<file path="src/rtl/fetch_unit_pkg.sv">
// fetch_unit_pkg: constants and types shared by the instruction fetch unit.
//   INSTR_W      : default address/instruction width
//   DEF_RESET_PC : default first fetch address after reset
//   fetch_state_e: fetch FSM states (REQ = request phase, WAIT = response outstanding)
package fetch_unit_pkg;

    localparam int          INSTR_W      = 32;
    localparam logic [31:0] DEF_RESET_PC = 32'h0000_0000;

    typedef enum logic {
        REQ  = 1'b0,
        WAIT = 1'b1
    } fetch_state_e;

endpackage

</file>
<file path="src/rtl/fetch_unit.sv">
// fetch_unit: sequential instruction fetcher with redirect and a single-entry
// output buffer. At most one instruction-memory request is outstanding.
//   clk, rst                     : clock, synchronous active-high reset
//   redirect_i, redirect_pc_i    : taken branch/jump and its target
//   imem_req_o, imem_addr_o      : memory request valid / word-aligned address
//   imem_gnt_i                   : request accepted this cycle
//   imem_rvalid_i, imem_rdata_i  : one-cycle, unstallable response
//   instr_valid_o, instr_o,
//   instr_pc_o, instr_ready_i    : buffered instruction handshake to decode
module fetch_unit
    import fetch_unit_pkg::*;
#(
    parameter int               WIDTH    = INSTR_W,
    parameter logic [WIDTH-1:0] RESET_PC = WIDTH'(DEF_RESET_PC)
) (
    input  logic             clk,
    input  logic             rst,
    input  logic             redirect_i,
    input  logic [WIDTH-1:0] redirect_pc_i,
    output logic             imem_req_o,
    output logic [WIDTH-1:0] imem_addr_o,
    input  logic             imem_gnt_i,
    input  logic             imem_rvalid_i,
    input  logic [WIDTH-1:0] imem_rdata_i,
    output logic             instr_valid_o,
    output logic [WIDTH-1:0] instr_o,
    output logic [WIDTH-1:0] instr_pc_o,
    input  logic             instr_ready_i
);

    localparam logic [WIDTH-1:0] ALIGN_MASK = ~WIDTH'(3);

    fetch_state_e     state;
    logic [WIDTH-1:0] fetch_pc;
    logic [WIDTH-1:0] pend_pc;     // address of the outstanding request
    logic             discard;     // outstanding response must be dropped
    logic             buf_valid;
    logic [WIDTH-1:0] buf_instr;
    logic [WIDTH-1:0] buf_pc;

    logic             consume;
    logic             grant;
    logic             load;
    logic [WIDTH-1:0] redirect_tgt;

    assign redirect_tgt  = redirect_pc_i & ALIGN_MASK;
    assign imem_addr_o   = fetch_pc & ALIGN_MASK;
    assign consume       = buf_valid & instr_ready_i;
    // Only request when the response is guaranteed a free buffer slot.
    assign imem_req_o    = (state == REQ) & (~buf_valid | instr_ready_i);
    assign grant         = imem_req_o & imem_gnt_i;
    assign load          = (state == WAIT) & imem_rvalid_i & ~discard & ~redirect_i;

    assign instr_valid_o = buf_valid;
    assign instr_o       = buf_instr;
    assign instr_pc_o    = buf_pc;

    always_ff @(posedge clk) begin
        if (rst) begin
            state     <= REQ;
            fetch_pc  <= RESET_PC;
            pend_pc   <= '0;
            // A response still in flight from before reset must not be kept.
            discard   <= (state == WAIT);
            buf_valid <= 1'b0;
            buf_instr <= '0;
            buf_pc    <= '0;
        end else begin
            case (state)
                REQ: begin
                    if (grant) begin
                        state    <= WAIT;
                        pend_pc  <= imem_addr_o;
                        fetch_pc <= redirect_i ? redirect_tgt : fetch_pc + WIDTH'(4);
                        discard  <= redirect_i;
                    end else begin
                        if (redirect_i)
                            fetch_pc <= redirect_tgt;
                        // Stale pre-reset response has now arrived and been ignored.
                        if (imem_rvalid_i)
                            discard <= 1'b0;
                    end
                end
                WAIT: begin
                    if (redirect_i)
                        fetch_pc <= redirect_tgt;
                    if (imem_rvalid_i) begin
                        state   <= REQ;
                        discard <= 1'b0;
                    end else if (redirect_i) begin
                        discard <= 1'b1;
                    end
                end
            endcase

            // Redirect wins; a consume in the same cycle is simply absorbed.
            if (redirect_i) begin
                buf_valid <= 1'b0;
            end else if (load) begin
                buf_valid <= 1'b1;
                buf_instr <= imem_rdata_i;
                buf_pc    <= pend_pc;
            end else if (consume) begin
                buf_valid <= 1'b0;
            end
        end
    end

endmodule

</file>
<file path="config.mk">
export PLATFORM = sky130hd
export DESIGN_NAME = fetch_unit
export DESIGN_NICKNAME = d
export VERILOG_FILES = /design/src/rtl/fetch_unit_pkg.sv /design/src/rtl/fetch_unit.sv
export SDC_FILE = /design/constraint.sdc
export NUM_CORES = 1
export LEC_CHECK = 0
export CAP_MARGIN = 25
export CELL_PAD_IN_SITES_DETAIL_PLACEMENT = 0
export CELL_PAD_IN_SITES_GLOBAL_PLACEMENT = 1
export CORE_AREA = 2 2 127 129
export CTS_BUF_LIST = sky130_fd_sc_hd__clkbuf_16
export DETAILED_ROUTE_END_ITERATION = 6
export DIE_AREA = 0 0 129 131
export GPL_TIMING_DRIVEN = 0
export PLACE_DENSITY = 0.86
export SLEW_MARGIN = 20
export SYNTH_ARGS = -nofsm -noshare
export SYNTH_HDL_FRONTEND = slang
export SYNTH_SLANG_ARGS = --single-unit
</file>
<file path="constraint.sdc">
create_clock -name clk -period 2.17 [get_ports clk]
set_input_delay 0.3255 -clock clk [delete_from_list [all_inputs] [get_ports clk]]
set_output_delay 0.3255 -clock clk [all_outputs]
set_load 0.02 [all_outputs]
</file>
# ---- After elaboration in Yosys (flattened, before gate mapping)
# Index checks and enable logic that the tools add are counted.
dict set report totals {
  inputBits 70
  word_cells 41
  ff_bits 127
  out_inout_bits 98
}
dict set report op_classes {
  n_eq_ne 2
  add_sub_neg 1
  n_bitwise 11
  muxes 15
  reduce_logical 5
}
# cell n
set op_table {}
lappend op_table {{$mux 32} 3}
lappend op_table {{$pmux 32 s2} 1}
lappend op_table {{$add 32x3->32 const B} 1}
lappend op_table {{$mux 1} 9}
lappend op_table {{$ne 4x4->1 const B} 2}
lappend op_table {{$and 1x1->1} 6}
lappend op_table {{$reduce_and 2->1} 3}
lappend op_table {{$not 1->1} 4}
lappend op_table {{$pmux 1 s2} 2}
lappend op_table {{$reduce_bool 2->1} 1}
lappend op_table {{$reduce_or 2->1} 1}
lappend op_table {{$or 1x1->1} 1}

# ---- Longest topological paths before layout
# Gate-level depths: netlist of the first run.
dict set report logic_depth {
  ltp_word 7
  ltp_mapped 7
  depth_no_buf 5
}

# ---- Worst setup path before layout of the first run
# Ideal clock, no wire load.
dict set report synth_path {
  path_type {reg-to-reg}
  startpoint {register fetch_pc[9]}
  endpoint {register fetch_pc[31]}
  arrival_ps 1808
  path_stages_with_launch 6
  required_time_ps 2058
  slack_ps 250
  synth_period_minus_slack_ps 1920
  n_path_buf 0
  setup_ps 112
  path_cell_list {dfxtp_1 > and4_4 > nand4_2 > or3_4 > or2_0 > a2111oi_1}
}
dict set report synth_via {
  elab_chain_cells 4
}
# item line_no
set synth_rtl {}
lappend synth_rtl {{start: declaration} fetch_unit.sv:34} ;# logic [WIDTH-1:0] fetch_pc;
lappend synth_rtl {{start signal: assignment} fetch_unit.sv:74} ;# fetch_pc <= redirect_i ? redirect_tgt : fetch_pc + WIDTH'(4);
lappend synth_rtl {{start signal: assignment} fetch_unit.sv:78} ;# fetch_pc <= redirect_tgt;
lappend synth_rtl {{start signal: assignment} fetch_unit.sv:86} ;# fetch_pc <= redirect_tgt;
lappend synth_rtl {{$add 32x3->32} fetch_unit.sv:74}
lappend synth_rtl {{$mux 32} fetch_unit.sv:74}
lappend synth_rtl {{$mux 32} fetch_unit.sv:71} ;# if (grant) begin
lappend synth_rtl {{$pmux 32 s2} fetch_unit.sv:69} ;# case (state)
# Every way passes these cells.
# A chain may end at the register's enable or synchronous reset.

# ---- Worst setup path after layout of the first run
dict set report layout_path {
  startpoint {input imem_gnt_i}
  endpoint {register fetch_pc[31]}
}
dict set report layout_via {
  elab_chain_cells 3
}
# item line_no
set layout_rtl {}
lappend layout_rtl {{start: declaration} fetch_unit.sv:22} ;# input logic imem_gnt_i,
lappend layout_rtl {{$and 1x1->1} fetch_unit.sv:51} ;# assign grant = imem_req_o & imem_gnt_i;
lappend layout_rtl {{$mux 32} fetch_unit.sv:71}
lappend layout_rtl {{$pmux 32 s2} fetch_unit.sv:69}
# Every way passes these cells.

==> results summary, run 1 <==
The run finished with clean final reports. The clock skew came out at 0.00617 ns. The x dimension of the die is 129 µm.

The sequential element share of the synthesized area came out at 50.2%. The placer congestion estimate is 0.785. The number of filler cells placed in the layout came out at 1547. The initial antenna violation count is 0. The routed via count came out at 4864. Setup violations remaining at the end of the flow were counted as 0. The cell count after synthesis came out at 625. The slew at the pin closest to its max-slew limit is 0.649 ns. The first TritonRoute pass finished after 4 iterations. The power density over cell area is 792 mW/mm².

STA classifies the critical path endpoint as a flop. The average instance in the mapped netlist occupies 8.01 µm². The fraction of final layout cells sized beyond drive strength 1 came out at 5.97%. The die span in y is 131 µm.

The total negative setup slack is 0 ns. The iteration-0 DRC count of the detailed router is 213. The buffers plus inverters on the worst setup path is 1. The worst setup path is of the input pin to flop kind. The count of maximum capacitance violations is 0. The number of cells on the worst reg-to-reg path is 5. The number of hold buffers added after cts came out at 0. The source of the critical timing path is imem_gnt_i.

Entering global routing, the biggest net connects 17 pins. The number of standard cells in the layout, taps in and fillers out came out at 1037. The number of cells after detailed placement is 1004. The antenna diode count is 0. The number of gates on the worst path with buffers counted is 6.

The HPWL reported at the end of detailed placement is 11200 µm. STA classifies the critical path startpoint as an input pin. The first-pass GRT wire length is 23500 µm. During placement, the flow inserted port buffers numbering 160. For this run, the leading register cell type out of synthesis is sky130_fd_sc_hd__dfxtp_1. The largest vdd supply drop is 0.604 mV.

The part of the cycle the worst path needs is 93.5%. The hold slack came out at 0.450 ns. The detail route stage leaves a number of antenna-violating nets equal to 0. Clock-pin slew was measured on the worst setup and hold paths at 0.06 ns. The number of warning messages in the yosys log came out at 0. After detailed routing, the average wire length per cell comes to 14.8 µm. Buffers inserted during clock tree synthesis total 17. The detailed-route DRC error count is 0. The final global-route overflow total came out at 0.

The critical path goes through clkdlybuf4s50_1 -> nor2b_2 -> nand3_1 -> or3_4 -> or2_0 -> a2111oi_1. The CTS tree is yes. The total track usage came out at 18.2%. Headroom to the max-slew limit came out at 56.7%. The count of unique library cells instantiated by Yosys came out at 43. The final critical delay including setup and external delays came out at 2.03 ns. The data required time at the worst endpoint is 2.48 ns. Leaving out fill and tap cells, the most frequent cell in the layout is sky130_fd_sc_hd__nand2_1. The worst setup timing slack at the placement stage came out at -0.558 ns. The floorplan step defined a core boundary enclosing 0.0156 mm².

The floorplan step defined a die boundary enclosing 0.0169 mm². The area growth from synthesis to layout came out at 50.0%. Of all flip-flops after synthesis, the portion carrying an async set or reset was 0%. The peak per-stage delay on the critical path is 0.49 ns.

The master of the slowest instance on the critical path is sky130_fd_sc_hd__or3_4. Based on the critical path, the design can be clocked at up to 493 MHz. Setup repair after global routing left no endpoint under its margin.

The number of global-route vias before repair came out at 4398. The total design power is 5.95 mW. The register-to-register setup slack is 0.15 ns. The endpoint identified for the worst register-to-register timing path is fetch_pc[31]. The boundary pin count is 168.

The number of failing hold endpoints at the final stage is 0. Using the TritonRoute via totals, the vias-per-cell ratio works out to 4.69. The final net count came out at 879.

The largest driver fanout on the critical path is 5. Following the worst setup path forward leads to its endpoint at fetch_pc[31]. The clock tree synthesis step divided the H-tree into 4 levels. The initial utilization of the core area, before any placement, comes to 32.1%.

STA puts the critical path data arrival time at 2.34 ns. The count of final max-slew check failures is 0. The flop and latch count out of synthesis came out at 125.

The number of buffers on the longest clock path is 2. The cell area that synthesis handed to floorplanning was 0.00501 mm². The total wire length after detailed routing came out at 15300 µm. The cell chosen for the clock root is sky130_fd_sc_hd__clkbuf_16. The initialized floorplan defines 46 standard-cell rows. The standby leakage power is 2.54 nW. In the layout the commonest cells are sky130_fd_sc_hd__nand2_1 (195), sky130_fd_sc_hd__clkdlybuf4s50_1 (159), sky130_fd_sc_hd__dfxtp_1 (123). The startpoint of the lowest-slack register-to-register path is state. The clock latency of the later-clocked register in the worst-skew pair is 0.41 ns. Among cell families on the critical path, the largest total delay comes from simple AND/OR/NAND/NOR gates.

The number of enable-type register cells in the synthesized netlist is 1. The path class of the tightest hold or removal check is flop to flop. Setup slack on the critical path of the routed design comes to 0.141 ns.

The clock sink total came out at 125.
-- cell type report --
type                    instances  area, µm²  area share, %
flip-flops and latches        125       2510           33.5
repair buffers                162       1620           21.6
plain buffers                  45        184           2.45
clock inverters                14        149           1.98
inverters                      14       52.6          0.700
multi-input cells             443       2270           30.3
clock buffers                  18        450           6.00
well taps                     216        270           3.60
-- stage by stage --
step / instance area, µm² / util [%]
floorplan: 5020 / -
global placement: 6890 / 44.2
detailed placement: 6890 / 44.2
CTS: 7500 / 48.1
global route: 7510 / 48.2
finish: 7510 / 48.2
-- power breakdown --
part,leakage [nW],internal [mW],switching [mW],total [mW]
clock,0.293,1.85,1.02,2.87
sequential,1.02,2.38,0.0921,2.47
combinational,1.22,0.292,0.315,0.606
total,2.54,4.52,1.43,5.95
-- registers in the layout, summed over array words and instances, names as in the netlist --
name	count
instr_o	32
discard	1
instr_valid_o	1
instr_pc_o	30
state	1
pend_pc	30
fetch_pc	30
-- Yosys cell counts (all sizes together) (4+ instances only) --
| cell type | count | area [µm²] |
|---|---|---|
| a2111oi | 4 | 43.8 |
| a211oi | 19 | 148 |
| a21o | 4 | 30.0 |
| a21oi | 96 | 480 |
| a311oi | 9 | 78.8 |
| and3 | 4 | 25.0 |
| and4 | 7 | 63.8 |
| buf | 4 | 30.0 |
| clkbuf | 42 | 158 |
| dfxtp | 124 | 2480 |
| inv | 14 | 52.6 |
| nand2 | 195 | 732 |
| nand3 | 13 | 75.1 |
| nand4 | 5 | 37.5 |
| nor2 | 27 | 101 |
| nor3 | 7 | 35.0 |
| nor4 | 7 | 65.1 |
| o21bai | 4 | 30.0 |
| xnor2 | 16 | 140 |
-- cells by family (layout without fill, tap and decap cells) --
logic type | count (synthesis) | count (layout) | synth area share [%]
compound gates | 141 | 141 | 16.8
other cells | 1 | 4 | 0.0749
buf+inv | 60 | 253 | 4.80
simple gates | 279 | 279 | 24.7
xor+xnor | 18 | 18 | 3.15
flops | 125 | 125 | 50.2
fa+ha+maj | 1 | 1 | 0.250
-- routing by layer --
metal	up-vias	GRT usage (%)	wire length, µm	part of all wire, %
met5	-	0	0	0
met2	165	28.5	6860	45
li1	2470	-	-	-
met3	21	4.85	990	6.5
met1	2208	23.9	7130	47
met4	0	7.61	326	2.1
-- timing repair --
action / in CTS / in global routing
buffers inserted: 2 / 0
gates resized for setup: 1 / 3
endpoints found under the hold margin: 0 / 0
pin swaps: 1 / 0
endpoints found under the setup margin: 63 / 3
-- worst min-delay path, cell delays in order (launching register included) --
cell	delay [ns]
sky130_fd_sc_hd__dfxtp_1	0.31
sky130_fd_sc_hd__nand2_1	0.05
sky130_fd_sc_hd__a21oi_1	0.05
-- worst min-delay path by stage --
stage	start	to	slack, ns	cells past startpoint
floorplan	pend_pc[10]	instr_pc_o[10]	0.43	2
global placement	pend_pc[21]	instr_pc_o[21]	0.44	2
detailed placement	pend_pc[10]	instr_pc_o[10]	0.44	2
CTS	imem_rdata_i[10]	instr_o[10]	0.44	3
global route	pend_pc[9]	instr_pc_o[9]	0.46	2
finish	pend_pc[24]	instr_pc_o[24]	0.45	2
Power figures use the tool's default switching activity.
==> run 2, diff against run 1 <==
- ABC_CLOCK_PERIOD_IN_PS: not set -> 2170
- GPL_ROUTABILITY_DRIVEN: not set -> 1
==> results of run 2 <==
Final layout, timing and power as in run 1 (identical DEF).
==> run 3, diff against run 2 <==
- CORE_AREA: 2 2 127 129 -> 2 2 151 109
- DIE_AREA: 0 0 129 131 -> 0 0 153 111
==> run 3 against run 2 <==
Net effect: wire length is 1.3% higher; maximum frequency down 2.5%; hold slack lost 0.019 ns; via count grew 2.3%; critical path type is now input pin to primary output; largest cell class unchanged; highest routed layer unchanged.
==> results summary, run 3 (same netlist as run 1, synthesis figures left out) <==
For this run, the top clock speed supported by timing is 481 MHz. During I/O placement, the number of pins put on the boundary was 168. In this run the number of cells on the critical path is 4. In this design, the largest share of critical-path delay is due to buffers and inverters. The antenna diode count came out at 0.

For this design, the sink count on the clock tree is 125. Global routing finished with a remaining overflow of 0. Setup repair after global routing left no endpoint under its margin.

The x dimension of the die is 153 µm. Together, buffers and inverters on the worst path number 2. The CTS tree is yes. For the worst-skew pair, the clock arrives at the later sink with an insertion delay of 0.42 ns.

The final setup violation count is 0. At the pin with the least slew margin, the transition time is 0.663 ns. Along the worst hold path, the cell count comes to 2. In this run the worst path has a maximum fanout of 7.

The startpoint type of the worst setup path is an input pin. The data required time at the worst endpoint is 1.84 ns. The total track usage is 19.0%.

On the critical path, the stage with the largest delay is an instance of sky130_fd_sc_hd__clkdlybuf4s50_1. The worst-case headroom to the max-slew limit came out at 55.8%. The area inside the core boundary came out at 0.0158 mm². Entering global routing, the biggest net connects 17 pins. The number of cells after detailed placement is 993.

The flip-flop count of the largest register, all copies and words added came out at 32. Leaving out fill and tap cells, the most frequent cell in the layout is sky130_fd_sc_hd__nand2_1. The detailed-route DRC error count is 0. The count of maximum capacitance violations is 0. By instance count, the cell type seen most on the critical path is sky130_fd_sc_hd__clkdlybuf4s50_1.

The number of failing hold endpoints at the final stage came out at 0. The signal on the critical path passes through clkdlybuf4s50_1 -> nand2b_2 -> nor2b_1 -> clkdlybuf4s50_1. The category of the critical setup timing path is input pin to primary output.

The number of standard-cell rows in the floorplan is 39. After detailed routing, the total wire length is 15500 µm. In this run, the number of DRC markers left after iteration 0 of detailed routing was 269. The routed via count came out at 4977. The final critical delay including setup and external delays is 2.08 ns.

The hold slack is 0.430 ns. The area growth from synthesis to layout came out at 49.6%. The standby leakage power came out at 2.52 nW.

For the worst flop-to-flop path, the logic depth is 5. After clock tree synthesis, the clock-pin slew on the worst setup and hold paths is 0.05 ns. The final layout contains 879 nets. The count of final max-slew check failures is 0. The length of the first detailed-routing pass in iterations came out at 5. The number of filler cells placed in the layout is 1555. The first-pass GRT wire length came out at 25300 µm. The number of global-route vias before repair is 4740. STA classifies the critical path endpoint as a primary output.

The die outline area came out at 0.0170 mm². The number of buffers on the longest clock path is 2. The starting utilization of the core area came out at 31.8%. The cell chosen for the clock root is sky130_fd_sc_hd__clkbuf_16. The post-detailed-route count of antenna-violating nets came out at 0. The number of clock buffers inserted by TritonCTS is 17. At the end of routability-driven placement, the weighted congestion stood at 0.792. The detail-routed net length per standard cell came out at 15.1 µm. The deepest level of the CTS H-tree came out at 4. The floorplan step set the die height to 111 µm.

Once layout is complete, the cells apart from fillers number 1026. Leaving out fill and tap cells, the most frequent cells in the layout are sky130_fd_sc_hd__nand2_1 (195), sky130_fd_sc_hd__clkdlybuf4s50_1 (160), sky130_fd_sc_hd__dfxtp_1 (122). The ratio of routed vias to standard cells came out at 4.85. The power density over cell area is 780 mW/mm². The fraction of final layout cells sized beyond drive strength 1 came out at 6.70%.

The peak per-stage delay on the critical path came out at 0.61 ns. The number of buffers inserted by port buffering came out at 160. The min-delay analysis places its worst path in the category input pin to flop.

The data arrival time at the worst-slack endpoint is 1.75 ns. The part of the cycle the worst path needs is 95.9%. The post-route core utilization is 47.5%. The flow ran to the end, and the final reports show no timing, DRC or antenna violations. The clock skew is 0.00549 ns. The initial antenna violation count came out at 0. The HPWL after detailed placement is 11500 µm.

VDD sags by at most 0.445 mV. The total design power came out at 5.84 mW.
-- run 3: worst paths after layout --
check,start,endpoint,slack (ns)
worst max-delay path,instr_ready_i,imem_req_o,0.09
worst min-delay path,rst,fetch_pc[27],0.43
worst min register to register,pend_pc[24],instr_pc_o[24],0.45
worst max register to register,fetch_pc[3],fetch_pc[26],0.18
-- run 3: repair_timing --
action | 4_1_cts | 5_1_grt
gates resized for setup | 1 | 8
setup endpoints to repair | 62 | 4
endpoints found under the hold margin | 0 | 0
pin swaps | 1 | 0
setup buffers | 2 | 0
hold buffers | 0 | 0
-- run 3: per-layer routing --
metal | wire [µm] | vias to the layer above | share of wire [%] | global-route usage (%)
met4 | 163 | 0 | 1.1 | 5.49
met2 | 6390 | 183 | 41 | 27.6
met1 | 7630 | 2302 | 49 | 26.9
li1 | - | 2477 | - | -
met3 | 1330 | 15 | 8.6 | 5.94
met5 | 0 | - | 0 | 0
-- run 3: layout make-up --
cell class	instances	area [µm²]	share of cell area, %
flip-flops and latches	125	2510	33.6
multi-input cells	443	2290	30.5
repair buffers	162	1620	21.6
clock buffers	17	425	5.68
well taps	205	256	3.43
plain buffers	45	185	2.47
clock inverters	15	150	2.01
inverters	14	52.6	0.702
-- run 3: where the power goes --
group | switching, mW | total (mW) | internal [mW]
Combinational | 0.315 | 0.608 | 0.293
Sequential | 0.0927 | 2.47 | 2.38
Clock | 1.08 | 2.76 | 1.68
-- run 3: through the flow --
stage	setup WS, ns	setup TNS [ns]	area (µm²)
after floorplan	0.250	0	5020
after global placement	-0.739	-45.86	6880
after detailed placement	-0.678	-44.09	6880
after CTS	0.0829	0	7460
after global routing	0.000395	0	7490
final	0.0895	0	7490
